===== config.mk =====
export PLATFORM = sky130hd
export DESIGN_NAME = data_break_arbiter
export DESIGN_NICKNAME = d
export VERILOG_FILES = /design/src/rtl/data_break_arbiter_pkg.sv /design/src/rtl/data_break_arbiter_db_prio_pick.sv /design/src/rtl/data_break_arbiter.sv
export SDC_FILE = /design/constraint.sdc
export NUM_CORES = 1
export LEC_CHECK = 0
export CORE_ASPECT_RATIO = 0.7
export CORE_MARGIN = 3
export CORE_UTILIZATION = 34
export CTS_CLUSTER_DIAMETER = 200
export DETAILED_ROUTE_END_ITERATION = 8
export GPL_TIMING_DRIVEN = 1
export HOLD_SLACK_MARGIN = 0.1
export MAX_ROUTING_LAYER = met4
export PLACE_DENSITY_LB_ADDON = 0.08
export SLEW_MARGIN = 40
export SYNTH_ARGS = -nofsm -noshare
export SYNTH_HDL_FRONTEND = slang
export SYNTH_SLANG_ARGS = --single-unit

===== constraint.sdc =====
create_clock -name clk -period 2 [get_ports clk]
set_input_delay 0.3 -clock clk [delete_from_list [all_inputs] [get_ports clk]]
set_output_delay 0.3 -clock clk [all_outputs]
set_load 0.01 [all_outputs]

===== src/rtl/data_break_arbiter_pkg.sv =====
// Shared constants and types for the data-break arbiter: CPU state codes
// for the break cycles and the arbiter's own state encoding.
package data_break_arbiter_pkg;

   // Mirrors the DB0/DB1 major-state codes of the CPU state machine.
   localparam logic [4:0] DB0 = 5'd16;
   localparam logic [4:0] DB1 = 5'd17;

   localparam int ADDR_W = 15;
   localparam int DATA_W = 12;

   typedef enum logic [1:0] {
      DBA_IDLE = 2'd0,
      DBA_REQ  = 2'd1,
      DBA_XFER = 2'd2,
      DBA_ACK  = 2'd3
   } dba_state_t;

endpackage


===== src/rtl/data_break_arbiter_db_prio_pick.sv =====
// Combinational priority picker: fixed (lowest index wins) or round-robin
// (first requester at or after ptr, wrapping).
module db_prio_pick #(
   parameter int NCHAN = 4,
   parameter int RR    = 0
) (
   input  logic [NCHAN-1:0] req,
   input  logic [2:0]       ptr,
   output logic [2:0]       idx,
   output logic             any
);

   int               c;
   logic [NCHAN-1:0] sh;

   // Scan from the lowest-priority offset down so the highest-priority hit is kept last.
   always_comb begin
      idx = '0;
      any = 1'b0;
      c   = 0;
      sh  = '0;
      for (int k = NCHAN - 1; k >= 0; k--) begin
         c  = (RR != 0) ? (int'(ptr) + k) % NCHAN : k;
         sh = req >> c;
         if (sh[0]) begin
            idx = 3'(c);
            any = 1'b1;
         end
      end
   end

endmodule


===== src/rtl/data_break_arbiter.sv =====
// Multi-channel data-break front end: arbitrates peripheral break requests
// and sequences one transfer through the CPU's DB0/DB1 break cycles.
module data_break_arbiter
   import data_break_arbiter_pkg::*;
#(
   parameter int NCHAN = 4,
   parameter int RR    = 0
) (
   input  logic                  clk,
   input  logic                  reset,
   input  logic [NCHAN-1:0]      ch_req,
   input  logic [NCHAN-1:0]      ch_to_dev,
   input  logic [NCHAN*15-1:0]   ch_addr,
   input  logic [NCHAN*12-1:0]   ch_wdata,
   input  logic [4:0]            sm_state,
   input  logic [11:0]           mem_rdata,
   output logic                  data_break,
   output logic                  to_disk,
   output logic [14:0]           db_addr,
   output logic [11:0]           db_wdata,
   output logic [NCHAN-1:0]      ch_ack,
   output logic [11:0]           ch_rdata,
   output logic [2:0]            grant,
   output logic                  busy,
   output dba_state_t            dbg_state
);

   dba_state_t       state_q, state_d;
   logic [2:0]       ptr;
   logic [2:0]       pick_idx;
   logic             pick_any;
   logic [14:0]      sel_addr;
   logic [11:0]      sel_wdata;
   logic             sel_dir;
   logic [NCHAN-1:0] grant_oh;
   logic             req_g;
   logic [2:0]       next_ptr;

   db_prio_pick #(.NCHAN(NCHAN), .RR(RR)) u_pick (
      .req (ch_req),
      .ptr (ptr),
      .idx (pick_idx),
      .any (pick_any)
   );

   assign sel_addr  = 15'(ch_addr  >> (15 * int'(pick_idx)));
   assign sel_wdata = 12'(ch_wdata >> (12 * int'(pick_idx)));
   assign sel_dir   = 1'(ch_to_dev >> pick_idx);
   assign grant_oh  = NCHAN'(1) << grant;
   assign req_g     = |(ch_req & grant_oh);
   assign next_ptr  = (grant == 3'(NCHAN - 1)) ? 3'd0 : grant + 3'd1;

   always_comb begin
      state_d = state_q;
      case (state_q)
         DBA_IDLE: if (pick_any) state_d = DBA_REQ;
         DBA_REQ: begin
            if (sm_state == DB0) state_d = DBA_XFER;
            else if (!req_g)     state_d = DBA_IDLE;
         end
         DBA_XFER: if (sm_state == DB1) state_d = DBA_ACK;
         DBA_ACK:  state_d = DBA_IDLE;
         default:  state_d = DBA_IDLE;
      endcase
   end

   always_ff @(posedge clk) begin
      if (reset) begin
         state_q  <= DBA_IDLE;
         to_disk  <= 1'b0;
         db_addr  <= '0;
         db_wdata <= '0;
         ch_rdata <= '0;
         grant    <= '0;
         ptr      <= '0;
      end else begin
         state_q <= state_d;
         if (state_q == DBA_IDLE && pick_any) begin
            grant    <= pick_idx;
            to_disk  <= sel_dir;
            db_addr  <= sel_addr;
            db_wdata <= sel_wdata;
         end
         if (state_q == DBA_XFER && sm_state == DB1 && to_disk)
            ch_rdata <= mem_rdata;
         if (state_q == DBA_ACK && RR != 0)
            ptr <= next_ptr;
      end
   end

   // Break request and ack are pure decodes of the registered state.
   assign data_break = (state_q == DBA_REQ) || (state_q == DBA_XFER);
   assign ch_ack     = (state_q == DBA_ACK) ? grant_oh : '0;
   assign busy       = (state_q != DBA_IDLE);
   assign dbg_state  = state_q;

endmodule


==> results.py <==
metrics = {
    "outcome": {
        "status": "finished clean",
    },
    "die": {
        "dieArea_um2": 8040,
        "initial_core_util": 0.366,
        "die_y_um": 75.9,
        "coreArea_um2": 6490,
        "pin_count": 186,
        "fp-row-count": 24,
        "die_w_um": 106,
    },
    "final_layout": {
        "final_area_um2": 4550,
        "fin_nets": 523,
        "drive_above_1_share": 0.164,
        "fillCellCount": 534,
        "n_antenna_cell": 0,
        "syn_to_final_growth_pct": 91.4,
    },
    "synth": {
        "async_reset_ff_frac": 0,
        "synth.most_common_cell": "dfxtp_1",
        "synth_top_cell_by_area": "dfxtp_1",
        "syn_inst": 188,
        "synthFlopType": "dfxtp_1",
        "synth.distinct_cells": 37,
        "synth_area_leaders": "dfxtp_1 37%, mux4_2 26%, a22o_1 10%",
        "synth_area_um2": 2370,
        "synthTopCellsByCount": "44 x dfxtp_1, 28 x a22o_1, 27 x mux4_2",
        "synth_nets": 328,
        "synth_top_area_frac": 0.371,
        "synth_edf_count": 0,
        "syn_avg_cell_area_um2": 12.6,
        "ys_seq_elements": 44,
        "yosysWarnings": 0,
        "seq_area_frac_synth": 0.371,
    },
    "clock_tree": {
        "clockBufferDepth": 2,
        "clk_latency_ns": 0.29,
        "tritoncts": "done",
        "clkTransAtPathRegs_ns": 0.08,
        "clock-sinks": 44,
        "post_cts_buffers": 0,
        "cts_made_buffers": 5,
        "htree_num_levels": 2,
        "root_buffer": "clkbuf_8",
    },
    "place": {
        "dp_hpwl_um": 6370,
        "placed_cell_area_um2": 4430,
        "io_buffer_count": 184,
        "gp_congestion": 0.801,
        "dp_worst_setup_slack_ns": -0.208,
    },
    "worst_setup_path": {
        "crit_type": "primary input to register",
        "r2r_cells": 7,
        "crit_buf_inv": 2,
        "cp-start-kind": "primary input",
        "critPathArrivalTime_ns": 2.08,
        "crit_fanout": 19,
        "slowest_delay_ns": 0.58,
        "cp_top_family": "buffers and inverters",
        "critPathRequiredTime_ns": 2.19,
        "crit_cells": 6,
        "endpoint_kind": "register",
        "slowest_stage": "clkdlybuf4s50_1",
        "crit_path_cell_trace": "clkdlybuf4s50_1, nor2b_4, o21bai_4, buf_12, mux4_2, a22o_1",
    },
    "sta": {
        "post-route-min-period_ns": 1.90,
        "setup_viol": 0,
        "timing.slew.headroom": 0.564,
        "fmax_mhz": 528,
        "fin_crit_sh": 0.948,
        "hold_violations": 0,
        "tightest_slew_ns": 0.653,
        "layout_setup_ws_ns": 0.105,
        "skew_ns": 0.00868,
        "maxSlewViolCount": 0,
        "grt_setup_unrepaired": "no",
    },
    "route": {
        "drt_iter0_markers": 39,
        "via_count": 2358,
        "drt_wl_total_um": 7770,
        "ant_nets": 0,
        "wire_per_inst_um": 16.4,
        "dr.pass1.iters": 4,
        "drc_errors": 0,
        "viasPerCell": 4.96,
    },
    "global_routing": {
        "track_usage": 0.201,
        "grt_overflow_total": 0,
        "grt_max_degree": 29,
        "grt_pass1_vias": 2553,
        "grt_antenna_before_repair": 0,
        "grt_first_pass_wirelength_um": 12600,
    },
    "power": {
        "p_leak_nw": 1.87,
        "ir_drop_mv": 0.348,
        "power_density_nw_per_um2": 787,
    },
    "flow_run": {
        "cap_viol_max_count": 0,
    },
    "worst_hold_path": {
        "min_path_type": "register to register",
        "hold_depth": 1,
    },
}
-- stage by stage --
stage / utilization / cells / hold WS (ns) / TNS (ns) / power [mW]
4_1_cts: 0.699 / 475 / 0.485 / 0 / 3.62
6_report: 0.701 / 475 / 0.483 / 0 / 3.58
3_5_place_dp: 0.682 / 467 / 0.462 / -4.42 / 2.95
5_1_grt: 0.701 / 475 / 0.498 / 0 / 3.81
2_1_floorplan: - / 188 / 0.444 / 0 / 1.95
3_3_place_gp: 0.682 / 467 / 0.461 / -7.12 / 2.92
-- cells by family (layout without fill, tap and decap cells) --
logic type	count (synthesis)	count (layout)	synth area share
buffers and inverters	20	216	0.0511
AO/OA/AOI/OAI	40	40	0.147
flip-flops	44	44	0.371
multiplexers	42	42	0.326
other	1	1	0.00158
adder cells (fa/ha/maj)	5	5	0.0263
AND/OR/NAND/NOR	36	36	0.0769
-- state kept, by name (all words and copies together), names as in the netlist, named ones only --
name,flops
ch_rdata,12
db_addr,15
db_wdata,12
dbg_state,1
grant,2
to_disk,1
-- what timing repair did --
item | CTS | global route
hold buffers | 0 | 0
gates resized for setup | 3 | 4
gates cloned | 0 | 0
hold endpoints to repair | 0 | 0
setup endpoints to repair | 2 | 3
-- path summary, 6_finish.rpt --
path,from,endpoint,slack [ns]
worst max-delay path,ch_req[2],db_addr[12],0.10
worst min-delay path,db_wdata[3],db_wdata[3],0.48
worst max register to register,register,dbg_state[0],0.44
worst min register to register,db_wdata[3],db_wdata[3],0.48
-- worst reg2reg max path, cell delays in order (launching register included) --
cell and delay [ns]:
dfxtp_2 0.37, inv_1 0.08, ha_1 0.20, buf_4 0.15, inv_1 0.09, nor2_1 0.07
a211o_1 0.26, a221oi_1 0.25
-- report_power, final --
group | switching, mW | internal, mW | total (mW)
Combinational | 0.660 | 1.04 | 1.70
Clock | 0.299 | 0.370 | 0.669
Sequential | 0.126 | 1.08 | 1.21
-- layout make-up --
cell class	count	area [um^2]	share of cell area
clock buffer	5	68.8	0.0151
clock inverter	3	42.5	0.00936
inverter	5	18.8	0.00413
multi-input combinational	124	1390	0.306
sequential	44	882	0.194
tap	91	114	0.0250
timing repair buffer	203	2030	0.446
-- per-layer routing --
layer  up-vias  part of all wire  track usage
li1       1124                 -            -
met1      1116              0.40        0.231
met2       107              0.50        0.345
met3        11             0.078       0.0509
met4         0             0.018       0.0634
met5         -                 0            -
-- cell usage in the layout, fill, tap and decap left out, types with 2 or more instances in the layout --
| cell | count |
|---|---|
| clkdlybuf4s50_1 | 179 |
| dfxtp_1 | 43 |
| a22o_1 | 28 |
| mux4_2 | 27 |
| nor2_1 | 19 |
| buf_4 | 16 |
| mux2i_1 | 14 |
| inv_1 | 5 |
| nand2_1 | 5 |
| clkbuf_8 | 5 |
| ha_1 | 4 |
| dlymetal6s2s_1 | 3 |
| buf_12 | 3 |
| a21oi_1 | 2 |
| nand2b_1 | 2 |
| dlygate4sd2_1 | 2 |
Power figures use the tool's default switching activity.
